## src/rtl/vga_pixel_write_arbiter.sv

```systemverilog
// vga_pixel_write_arbiter: round-robin pixel-write arbiter driving one SRAM port with timed OE_N/WE_N.
// Revision: 1.0
`default_nettype none

module vga_pixel_write_arbiter #(
  parameter int N_CH       = 4,
  parameter int ADDR_W     = 20,
  parameter int DATA_W     = 16,
  parameter int WE_CYCLES  = 2,
  parameter int REC_CYCLES = 1
) (
  input  logic                     clk,
  input  logic                     reset,
  input  logic [N_CH-1:0]          draw,
  input  logic [N_CH*ADDR_W-1:0]   addr_in,
  input  logic [N_CH*DATA_W-1:0]   data_in,
  input  logic                     vga_busy,
  output logic [N_CH-1:0]          done_draw,
  output logic                     busy,
  output logic [ADDR_W-1:0]        sram_addr,
  output logic [DATA_W-1:0]        sram_data,
  output logic                     OE_N,
  output logic                     WE_N
);

  localparam int MAX_CYC = (WE_CYCLES > REC_CYCLES) ? WE_CYCLES : REC_CYCLES;
  localparam int CNT_W   = $clog2(MAX_CYC + 1);
  localparam int PTR_W   = (N_CH > 1) ? $clog2(N_CH) : 1;
  localparam logic [PTR_W:0]   N_CH_W  = (PTR_W+1)'(N_CH);
  localparam logic [PTR_W-1:0] LAST_CH = PTR_W'(N_CH - 1);
  localparam logic [CNT_W-1:0] CNT_ONE = CNT_W'(1);

  typedef enum logic [1:0] {IDLE, SETUP, WRITE, RECOVER} state_t;

  state_t            state, state_nxt;
  logic [CNT_W-1:0]  cnt, cnt_nxt;
  logic [PTR_W-1:0]  rr_ptr, rr_ptr_nxt;
  logic [PTR_W-1:0]  cur_ch, cur_ch_nxt;
  logic [PTR_W-1:0]  grant;
  logic              grant_vld;
  logic [PTR_W:0]    scan_idx;
  logic [N_CH-1:0]   cand;
  logic [N_CH-1:0]   done_nxt;
  logic [ADDR_W-1:0] addr_nxt;
  logic [DATA_W-1:0] data_nxt;
  logic [ADDR_W-1:0] addr_arr [N_CH];
  logic [DATA_W-1:0] data_arr [N_CH];

  for (genvar i = 0; i < N_CH; i++) begin : g_unpack
    assign addr_arr[i] = addr_in[i*ADDR_W +: ADDR_W];
    assign data_arr[i] = data_in[i*DATA_W +: DATA_W];
  end

  // The channel finishing this cycle is masked so a late-dropped draw cannot be re-granted.
  always_comb begin
    cand      = draw & ~done_draw;
    grant     = '0;
    grant_vld = 1'b0;
    scan_idx  = '0;
    for (int k = 0; k < N_CH; k++) begin
      scan_idx = {1'b0, rr_ptr} + (PTR_W+1)'(k);
      if (scan_idx >= N_CH_W) scan_idx = scan_idx - N_CH_W;
      if (!grant_vld && cand[scan_idx[PTR_W-1:0]]) begin
        grant_vld = 1'b1;
        grant     = scan_idx[PTR_W-1:0];
      end
    end
  end

  always_comb begin
    state_nxt  = state;
    cnt_nxt    = cnt;
    rr_ptr_nxt = rr_ptr;
    cur_ch_nxt = cur_ch;
    addr_nxt   = sram_addr;
    data_nxt   = sram_data;
    done_nxt   = '0;
    case (state)
      IDLE: begin
        if (grant_vld && !vga_busy) begin
          state_nxt  = SETUP;
          cur_ch_nxt = grant;
          rr_ptr_nxt = (grant == LAST_CH) ? '0 : grant + 1'b1;
          addr_nxt   = addr_arr[grant];
          data_nxt   = data_arr[grant];
        end
      end
      SETUP: begin
        state_nxt = WRITE;
        cnt_nxt   = CNT_W'(WE_CYCLES);
      end
      WRITE: begin
        if (cnt == CNT_ONE) begin
          if (REC_CYCLES > 0) begin
            state_nxt = RECOVER;
            cnt_nxt   = CNT_W'(REC_CYCLES);
          end else begin
            state_nxt        = IDLE;
            done_nxt[cur_ch] = 1'b1;
          end
        end else begin
          cnt_nxt = cnt - 1'b1;
        end
      end
      RECOVER: begin
        if (cnt == CNT_ONE) begin
          state_nxt        = IDLE;
          done_nxt[cur_ch] = 1'b1;
        end else begin
          cnt_nxt = cnt - 1'b1;
        end
      end
      default: state_nxt = IDLE;
    endcase
  end

  // Strobes are registered from the next state so they align exactly with the state they belong to.
  always_ff @(posedge clk or posedge reset) begin
    if (reset) begin
      state     <= IDLE;
      cnt       <= '0;
      rr_ptr    <= '0;
      cur_ch    <= '0;
      done_draw <= '0;
      busy      <= 1'b0;
      sram_addr <= '0;
      sram_data <= '0;
      OE_N      <= 1'b0;
      WE_N      <= 1'b1;
    end else begin
      state     <= state_nxt;
      cnt       <= cnt_nxt;
      rr_ptr    <= rr_ptr_nxt;
      cur_ch    <= cur_ch_nxt;
      done_draw <= done_nxt;
      busy      <= (state_nxt != IDLE);
      sram_addr <= addr_nxt;
      sram_data <= data_nxt;
      OE_N      <= (state_nxt != IDLE);
      WE_N      <= (state_nxt != WRITE);
    end
  end

endmodule

`default_nettype wire

```

## config.mk

```make
export PLATFORM = sky130hd
export DESIGN_NAME = vga_pixel_write_arbiter
export DESIGN_NICKNAME = d
export VERILOG_FILES = /design/src/rtl/vga_pixel_write_arbiter.sv
export SDC_FILE = /design/constraint.sdc
export NUM_CORES = 1
export LEC_CHECK = 0
export CAP_MARGIN = 20
export CORE_ASPECT_RATIO = 0.9
export CORE_MARGIN = 2
export CORE_UTILIZATION = 37
export DETAILED_ROUTE_END_ITERATION = 8
export PLACE_DENSITY_LB_ADDON = 0.08
export SLEW_MARGIN = 5
export SYNTH_ARGS = -nofsm -noshare
export SYNTH_HDL_FRONTEND = slang
export SYNTH_SLANG_ARGS = --single-unit
```

## constraint.sdc

```tcl
create_clock -name clk -period 2.5 [get_ports clk]
set_input_delay 0.25 -clock clk [delete_from_list [all_inputs] [get_ports clk]]
set_output_delay 0.25 -clock clk [all_outputs]
set_load 0.01 [all_outputs]
```

* Yosys cells after proc, flatten, opt, wreduce, memory -nomap -nowiden *
Index checks and enable logic that the tools add are counted.

storage, ports and cells
  bits in latches = 0
  memory bits (read-only) = 0
  bits of input ports = 151
  memories = 0
  output and inout port bits = 43
  bits in writable memories = 0
  register bits = 50

operators by class
  add/sub/neg operators = 9
  $lt $le $gt $ge = 11
  shift-type cells = 0
  multiply operators = 0
  reduce and logical (&&, ||, !) cells = 14
  bitwise operators = 3
  equal/unequal tests = 7
  multiplexer cells = 38
  div/mod/pow operators = 0

operators with widths
  kind                   count
  $bmux W20 S2           1
  $mux W20               2
  $bmux W16 S2           1
  $mux W16               2
  $mux W2                14
  $lt A2 B3 Y1 const B   5
  $ge A3 B3 Y1 const B   4
  $sub A2 B1 Y2 const B  5
  $mux W1                9
  $bmux W1 S2            4
  $mux W4                2
  $pmux W2 S4            1
  $add A2 B2 Y3 const B  2
  $eq A2 B2 Y1 const B   3
  $pmux W2 S3            1
  $logic_and A1 B1 Y1    5
  $and A4 B4 Y4          1
  $eq A2 B1 Y1 const B   2
  $logic_not A1 Y1       4
  $ne A2 B2 Y1 const B   2
  $not A4 Y4             1
  $reduce_and A2 Y1      2
  $add A2 B1 Y3 const B  1
  $ge A2 B3 Y1 const B   1
  7 further kinds        7

* Longest topological paths before layout *
Gate-level depths: netlist of the first run.

  depth after elaboration = 18
  mapped depth = 8

* Least setup slack after synthesis of the first run *
Ideal clock, no wire load.

  path type = register -> register
  start point = reg done_draw[1]
  end point = reg sram_addr[10]
  setup slack = 0.400 ns
  arrival = 1.963 ns
  required time = 2.363 ns
  buffers on the path = 2
  setup time = 0.137 ns
  stages on the path, launching flop included = 9
  cells stage by stage = dfrtp_1 > nor2b_1 > buf_4 > a21oi_1 > o32ai_4 > buf_6 > mux2_4 > a222oi_1 > a21oi_1

between the ends
  word-level cells in the longest chain between the ends = 18
  elaborated cells between the ends (all ways) = 30
  classes of those cells = mux (19); bitwise (3); reduce/logical (8)

ends and longest elaborated chain
  item                                          line  source
  start: declaration                            18    output logic [N_CH-1:0] done_draw,
  start signal: assignment                      135   done_draw <= done_nxt;
  $not A4 Y4 (*)                                56    cand = draw & ~done_draw;
  $and A4 B4 Y4 (*)                             56
  $bmux W1 S2                                   63    if (!grant_vld && cand[scan_idx[PTR_W-1:0]]) begin
  $mux W1 (implied by the code)                 63
  $mux W1                                       63
  $logic_not A1 Y1                              63
  $logic_and A1 B1 Y1                           63
  $mux W1                                       63
  $logic_not A1 Y1                              63
  $logic_and A1 B1 Y1                           63
  $mux W1                                       63
  $logic_not A1 Y1                              63
  $logic_and A1 B1 Y1                           63
  $mux W2                                       63
  $not A2 Y3 (implied by the code)              84    addr_nxt = addr_arr[grant];
  $bmux W20 S2                                  84
  $mux W20 (implied by the code) (2 in series)  84
  end signal: assignment                        137   sram_addr <= addr_nxt;
  end: declaration                              20    output logic [ADDR_W-1:0] sram_addr,

Mark *: on every way between the ends. The rest lies on a longest branch, timed or not. The select of a mux whose other input is x is not followed.
A chain may end at the register's enable or synchronous reset.

* Worst setup path after layout of the first run *
  start point = in draw[1]
  end point = reg sram_data[8]

between the ends
  word-level cells in the longest chain between the ends = 17
  elaborated cells between the ends (all ways) = 29
  classes of those cells = mux (19); bitwise (2); reduce/logical (8)

ends and longest elaborated chain
  item                                          line  source
  start: declaration                            14    input logic [N_CH-1:0] draw,
  $and A4 B4 Y4 (*)                             56
  $bmux W1 S2                                   63
  $mux W1 (implied by the code)                 63
  $mux W1                                       63
  $logic_not A1 Y1                              63
  $logic_and A1 B1 Y1                           63
  $mux W1                                       63
  $logic_not A1 Y1                              63
  $logic_and A1 B1 Y1                           63
  $mux W1                                       63
  $logic_not A1 Y1                              63
  $logic_and A1 B1 Y1                           63
  $mux W2                                       63
  $not A2 Y3 (implied by the code)              85    data_nxt = data_arr[grant];
  $bmux W16 S2                                  85
  $mux W16 (implied by the code) (2 in series)  85
  end signal: assignment                        138   sram_data <= data_nxt;
  end: declaration                              21    output logic [DATA_W-1:0] sram_data,

Marked as above.

==> metrics.cfg, run 1 <==
[power]
p_leak_nw = 2.117
seqPwrFrac = 0.294
combPwrFrac = 0.606
p_sw_frac = 0.3699
ir_worst_vdd_mv = 0.4561
clockPowerShare = 0.100
intPower_mw = 3.102
pwr_density_cell_nw_per_um2 = 950.8
p_switching_mw = 1.821

[global_route]
gr-total-overflow = 0
grt_usage = 0.2131
grt_pass1_vias = 3033
antenna_found_initial = 0
grt_pass1_wl_um = 14940
grt_max_degree = 39

[clock_tree]
clock_latency_ns = 0.29
cts_buffers = 5
htreeDepth = 2
cts-root-buf = clkbuf_8
hold_buffers = 0
cts_buffer_depth = 2
post_cts_buffers = 0
cts_resized = 0
clock_sinks = 50
clk_pin_slew_ns = 0.09
cts_tree = yes

[synth]
netlist_area_um2 = 2975
async_flop_share = 1.000
seq_area_frac_synth = 0.4209
synth_largest_area_cell = dfrtp_1
synthTopCellsByCount = dfrtp_1, nor2_1, a21oi_1, a222oi_1, mux2_4
yosysMostFrequentCell = dfrtp_1
syn-mean-instance-area_um2 = 10.51
syn_inst = 283
netlist_top_cells_area = dfrtp_1, mux2_4, a222oi_1
synth_top_area_share = 0.4121
synthesis.nets = 436
ys_ff_latch = 50
synth_flop_cell = dfrtp_1
synth_edf_count = 0
yosys_warnings = 0
synthDistinctLibCells = 32

[cells_and_area]
layout-drive-gt1-share = 0.1414
synthToLayoutAreaGrowth_pct = 74.05
layout.nets = 626
final_area_um2 = 5179
final_util = 0.6545
diodes = 0

[floorplan]
io_pins = 194
die_area_um2 = 8776
die-height_um = 89.08
num_rows = 31
coreArea_um2 = 7913
initial_utilization = 0.3760
die_width_um = 98.53

[sta]
setup_viol = 0
period_needed_ns = 2.240
hold_viol = 0
final_max_slew_viol_count = 0
worst_clock_skew_ns = 0.006282
tightest_slew_ns = 1.024
max_freq_ghz = 0.4464
worst_slack_ns = 0.2601
fin_hold_ws_ns = 0.3411
post-route-period-util = 0.8960
tns_ns = 0
rsz0062_at_grt = no
maxSlewHeadroom = 0.3158

[place]
post-place-ws_ns = -0.05839
hpwl_um = 7418
post_dp_cell_area_um2 = 5087
gp_congestion = 0.8686
port_buffers = 193

[drt]
vias = 3090
vias_per_cell = 5.393
route.detailed.drc = 0
drt_pass1_iterations = 7
wirelength_um = 9707
initialDrtViolationCount = 197
antenna_left = 0
wl_per_cell_um = 16.94

[run_status]
status = finished, final reports clean

[setup_path]
crit_arrival_ns = 2.41
reg2regPathDepth = 4
worst_setup_path_end_kind = flop
cp_max_fo = 20
timing.critical_path.required_ns = 2.67
critPathKind = in -> reg
start_kind = primary input

[min_path]
hold_path.class = in -> async

[job]
drv_cap = 0

==> critical path, stage by stage <==
cell and delay [ns]:
clkdlybuf4s50_1 0.45, nor2b_1 0.27, a21oi_1 0.13, o32ai_4 0.33
buf_12 0.25, mux2_2 0.35, a222oi_1 0.26, a21oi_1 0.11
==> state kept, by name (all words and copies together) (netlist names) <==
register,count
rr_ptr,2
sram_data,16
done_draw,4
cnt,2
state,2
cur_ch,2
WE_N,1
sram_addr,20
OE_N,1
==> routing by layer <==
metal / up-vias / share of wire / global-route usage / routed length (µm)
met5: - / 0 / 0 / 0
met4: 0 / 0.0041 / 0.04608 / 40
met3: 2 / 0.092 / 0.05551 / 891
met2: 143 / 0.52 / 0.3896 / 5095
met1: 1478 / 0.38 / 0.2566 / 3679
li1: 1467 / - / - / -
==> area by class of cell <==
class / count / area [µm²]
Inverter: 8 / 30.03
Clock buffer: 7 / 86.33
Clock inverter: 1 / 5.005
Fill cell: 669 / 2734
Sequential cell: 50 / 1252
Timing Repair Buffer: 207 / 2087
Multi-Input combinational cell: 201 / 1594
Tap cell: 99 / 123.9
==> power groups by stage <==
stage / logic (mW) / registers (mW) / clock network, mW
finish: 2.99 / 1.45 / 0.492
global route: 3.24 / 1.50 / 0.540
CTS: 3.01 / 1.45 / 0.506
detailed placement: 2.99 / 1.46 / 0
global placement: 2.96 / 1.44 / 0
floorplan: 1.59 / 1.55 / 0
==> logic make-up after synthesis <==
logic type	after synthesis	synth area share
simple gates	64	0.09588
compound gates	97	0.2443
xor+xnor	2	0.005888
buf+inv	32	0.05172
mux	36	0.1728
fa+ha+maj	2	0.008409
flops	50	0.4209
==> per-stage QoR <==
| stage | total power, mW | std cells |
|---|---|---|
| 3_5_place_dp | 4.456 | 565 |
| 2_1_floorplan | 3.141 | 283 |
| 4_1_cts | 4.966 | 573 |
| 5_1_grt | 5.281 | 573 |
| 3_3_place_gp | 4.406 | 565 |
| 6_report | 4.924 | 573 |
==> cell usage in the layout, fill, tap and decap left out, types with 2 or more instances in the layout <==
| cell | instances |
|---|---|
| a21boi_0 | 2 |
| mux2_2 | 7 |
| buf_12 | 4 |
| o21ai_0 | 7 |
| nand2b_1 | 3 |
| nor2_1 | 45 |
| nor2b_1 | 3 |
| clkdlybuf4s50_1 | 193 |
| clkbuf_8 | 6 |
| mux2_4 | 29 |
| dfrtp_1 | 49 |
| a21o_1 | 2 |
| xnor2_1 | 2 |
| ha_1 | 2 |
| a21oi_4 | 2 |
| a222oi_1 | 36 |
| buf_4 | 10 |
| nand2_1 | 4 |
| a21oi_1 | 41 |
| nor4_1 | 2 |
| nor3_1 | 3 |
| inv_1 | 7 |
==> worst paths after layout <==
check / slack (ns) / start / endpoint
worst max-delay path: 0.26 / draw[1] / sram_data[8]
worst min register to register: 0.47 / cur_ch[0] / done_draw[2]
max in group asynchronous: 1.56 / reset / sram_addr[3]
worst min-delay path: 0.34 / reset / sram_data[14]
min in group clk: 0.47 / cur_ch[0] / done_draw[2]
worst max register to register: 0.26 / rr_ptr[1] / sram_addr[5]
No activity file was read; power rests on OpenSTA's default activity.
==> run 2, diff against run 1 <==
- CORE_UTILIZATION: 37 -> 33
- REMOVE_ABC_BUFFERS: not set -> 1
- clock period: 2.5 -> 1.86 ns (I/O delays scaled with it)
==> metrics.cfg, run 2 (synthesis results as in run 1) <==
[power]
clockPowerShare = 0.083
p_sw_frac = 0.3658
seqPwrFrac = 0.249
p_switching_mw = 2.842
combPwrFrac = 0.667
p_leak_nw = 2.386
intPower_mw = 4.927
pwr_density_cell_nw_per_um2 = 1357
ir_worst_vdd_mv = 0.5931
power.total_mw = 7.769

[global_route]
antenna_found_initial = 0
grt_usage = 0.2258
met1_usage = 0.2653
grt_pass1_wl_um = 17240
grt_max_degree = 55
gr-max-usage-layer = met2
grt_pass1_vias = 3315
gr-total-overflow = 0
met3_usage = 0.06172
met2_usage = 0.4063

[cells_and_area]
final_cell_mix = clkdlybuf4s50_1, dfrtp_1, nor2_1, a21oi_1
largestRegisters = sram_addr x20, sram_data x16, done_draw x4
top_register = sram_addr
final_area_um2 = 5724
layout.nets = 662
final_common_cell = clkdlybuf4s50_1
layout-drive-gt1-share = 0.2235
largest_reg_flops = 20
num-fill-cells = 702
stdcell_count = 629
synthToLayoutAreaGrowth_pct = 92.39
final_util = 0.6619
diodes = 0

[clock_tree]
cts_tree = yes
clk_pin_slew_ns = 0.09
cts-root-buf = clkbuf_8
cts_buffers = 5
clock_latency_ns = 0.29
htreeDepth = 2
clock_sinks = 50
cts_buffer_depth = 2
hold_buffers = 0

[setup_path]
path_depth = 10
timing.critical_path.required_ns = 2.03
cp_max_fo = 10
slowest_delay_ns = 0.43
start_kind = flop
crit_family = compound AO/OA/AOI/OAI gates
crit_arrival_ns = 2.32
cpMostUsedCell = buf_4
critical_path.slowest_cell = dfrtp_1
crit_chain = nor2b_4, buf_4, buf_4, nor2_1, a311oi_2, nor2_2, buf_8, buf_6, a222oi_1, a21oi_1
cp_num_buf_inv = 4
reg2regPathDepth = 10
critPathKind = reg -> reg
worst_setup_path_end_kind = flop

[floorplan]
io_pins = 194
coreArea_um2 = 8648
die_area_um2 = 9793
die_width_um = 104.1
num_rows = 32
die-height_um = 94.08
initial_utilization = 0.3440

[sta]
rsz0062_at_grt = yes
worst_slack_ns = -0.2949
fin_hold_ws_ns = 0.2460
max_freq_ghz = 0.4641
final_max_slew_viol_count = 0
period_needed_ns = 2.155
post-route-period-util = 1.159
tightest_slew_ns = 0.6106
setup_viol = 36
worst_clock_skew_ns = 0.007496
tns_ns = -6.977
maxSlewHeadroom = 0.5920
hold_viol = 0

[run_status]
violations = setup timing
status = finished with violations

[drt]
vias_per_cell = 5.203
antenna_left = 0
wirelength_um = 11530
initialDrtViolationCount = 222
route.detailed.drc = 0
vias = 3273
drt_pass1_iterations = 6
wl_per_cell_um = 18.33

[place]
post-place-ws_ns = -0.6871
gp_congestion = 0.7771
hpwl_um = 7671
dp_cells = 594
port_buffers = 193
post_dp_cell_area_um2 = 5205

[min_path]
hold_path.class = in -> async

[job]
drv_cap = 0

==> run 2: worst paths after layout <==
| path | start | to | slack [ns] |
|---|---|---|---|
| setup / recovery | done_draw[3] | sram_addr[12] | -0.29 |
| hold / removal | reset | sram_data[3] | 0.25 |
| setup reg to reg | done_draw[3] | sram_addr[12] | -0.29 |
| hold reg to reg | cur_ch[0] | done_draw[2] | 0.46 |
| max in group asynchronous | reset | WE_N | 1.34 |
| min in group clk | cur_ch[0] | done_draw[2] | 0.46 |
==> run 2: repair_timing <==
item                       CTS  global route
setup buffers               21             8
setup endpoints to repair   36            36
resized for setup           30            12
gates cloned                 1             0
pin swaps                   24            34
==> run 2: cell type report <==
type | instances | area, µm² | share of cell area
multi-input combinational | 202 | 1702 | 0.2973
clock inverter | 1 | 5.005 | 0.0008743
sequential | 50 | 1254 | 0.2190
inverter | 8 | 30.03 | 0.005246
clock buffer | 7 | 86.33 | 0.01508
timing repair buffer | 242 | 2499 | 0.4365
tap | 119 | 148.9 | 0.02601
==> run 2: metal layers <==
metal / wire length, µm / part of all wire
met4: 136 / 0.012
met5: 0 / 0
met1: 4500 / 0.39
met3: 989 / 0.086
met2: 5904 / 0.51
==> run 2: power groups by stage <==
stage | clock network (mW) | logic [mW] | registers (mW)
2_1_floorplan | 0 | 1.99 | 2.13
3_3_place_gp | 0 | 4.17 | 1.92
3_5_place_dp | 0 | 4.22 | 1.94
4_1_cts | 0.677 | 5.05 | 1.94
5_1_grt | 0.723 | 5.52 | 2.01
6_report | 0.648 | 5.18 | 1.94
==> run 2: tightest hold or removal path, cell delays in order <==
cell and delay [ns]:
clkdlybuf4s50_1 0.41, inv_2 0.07, buf_12 0.26
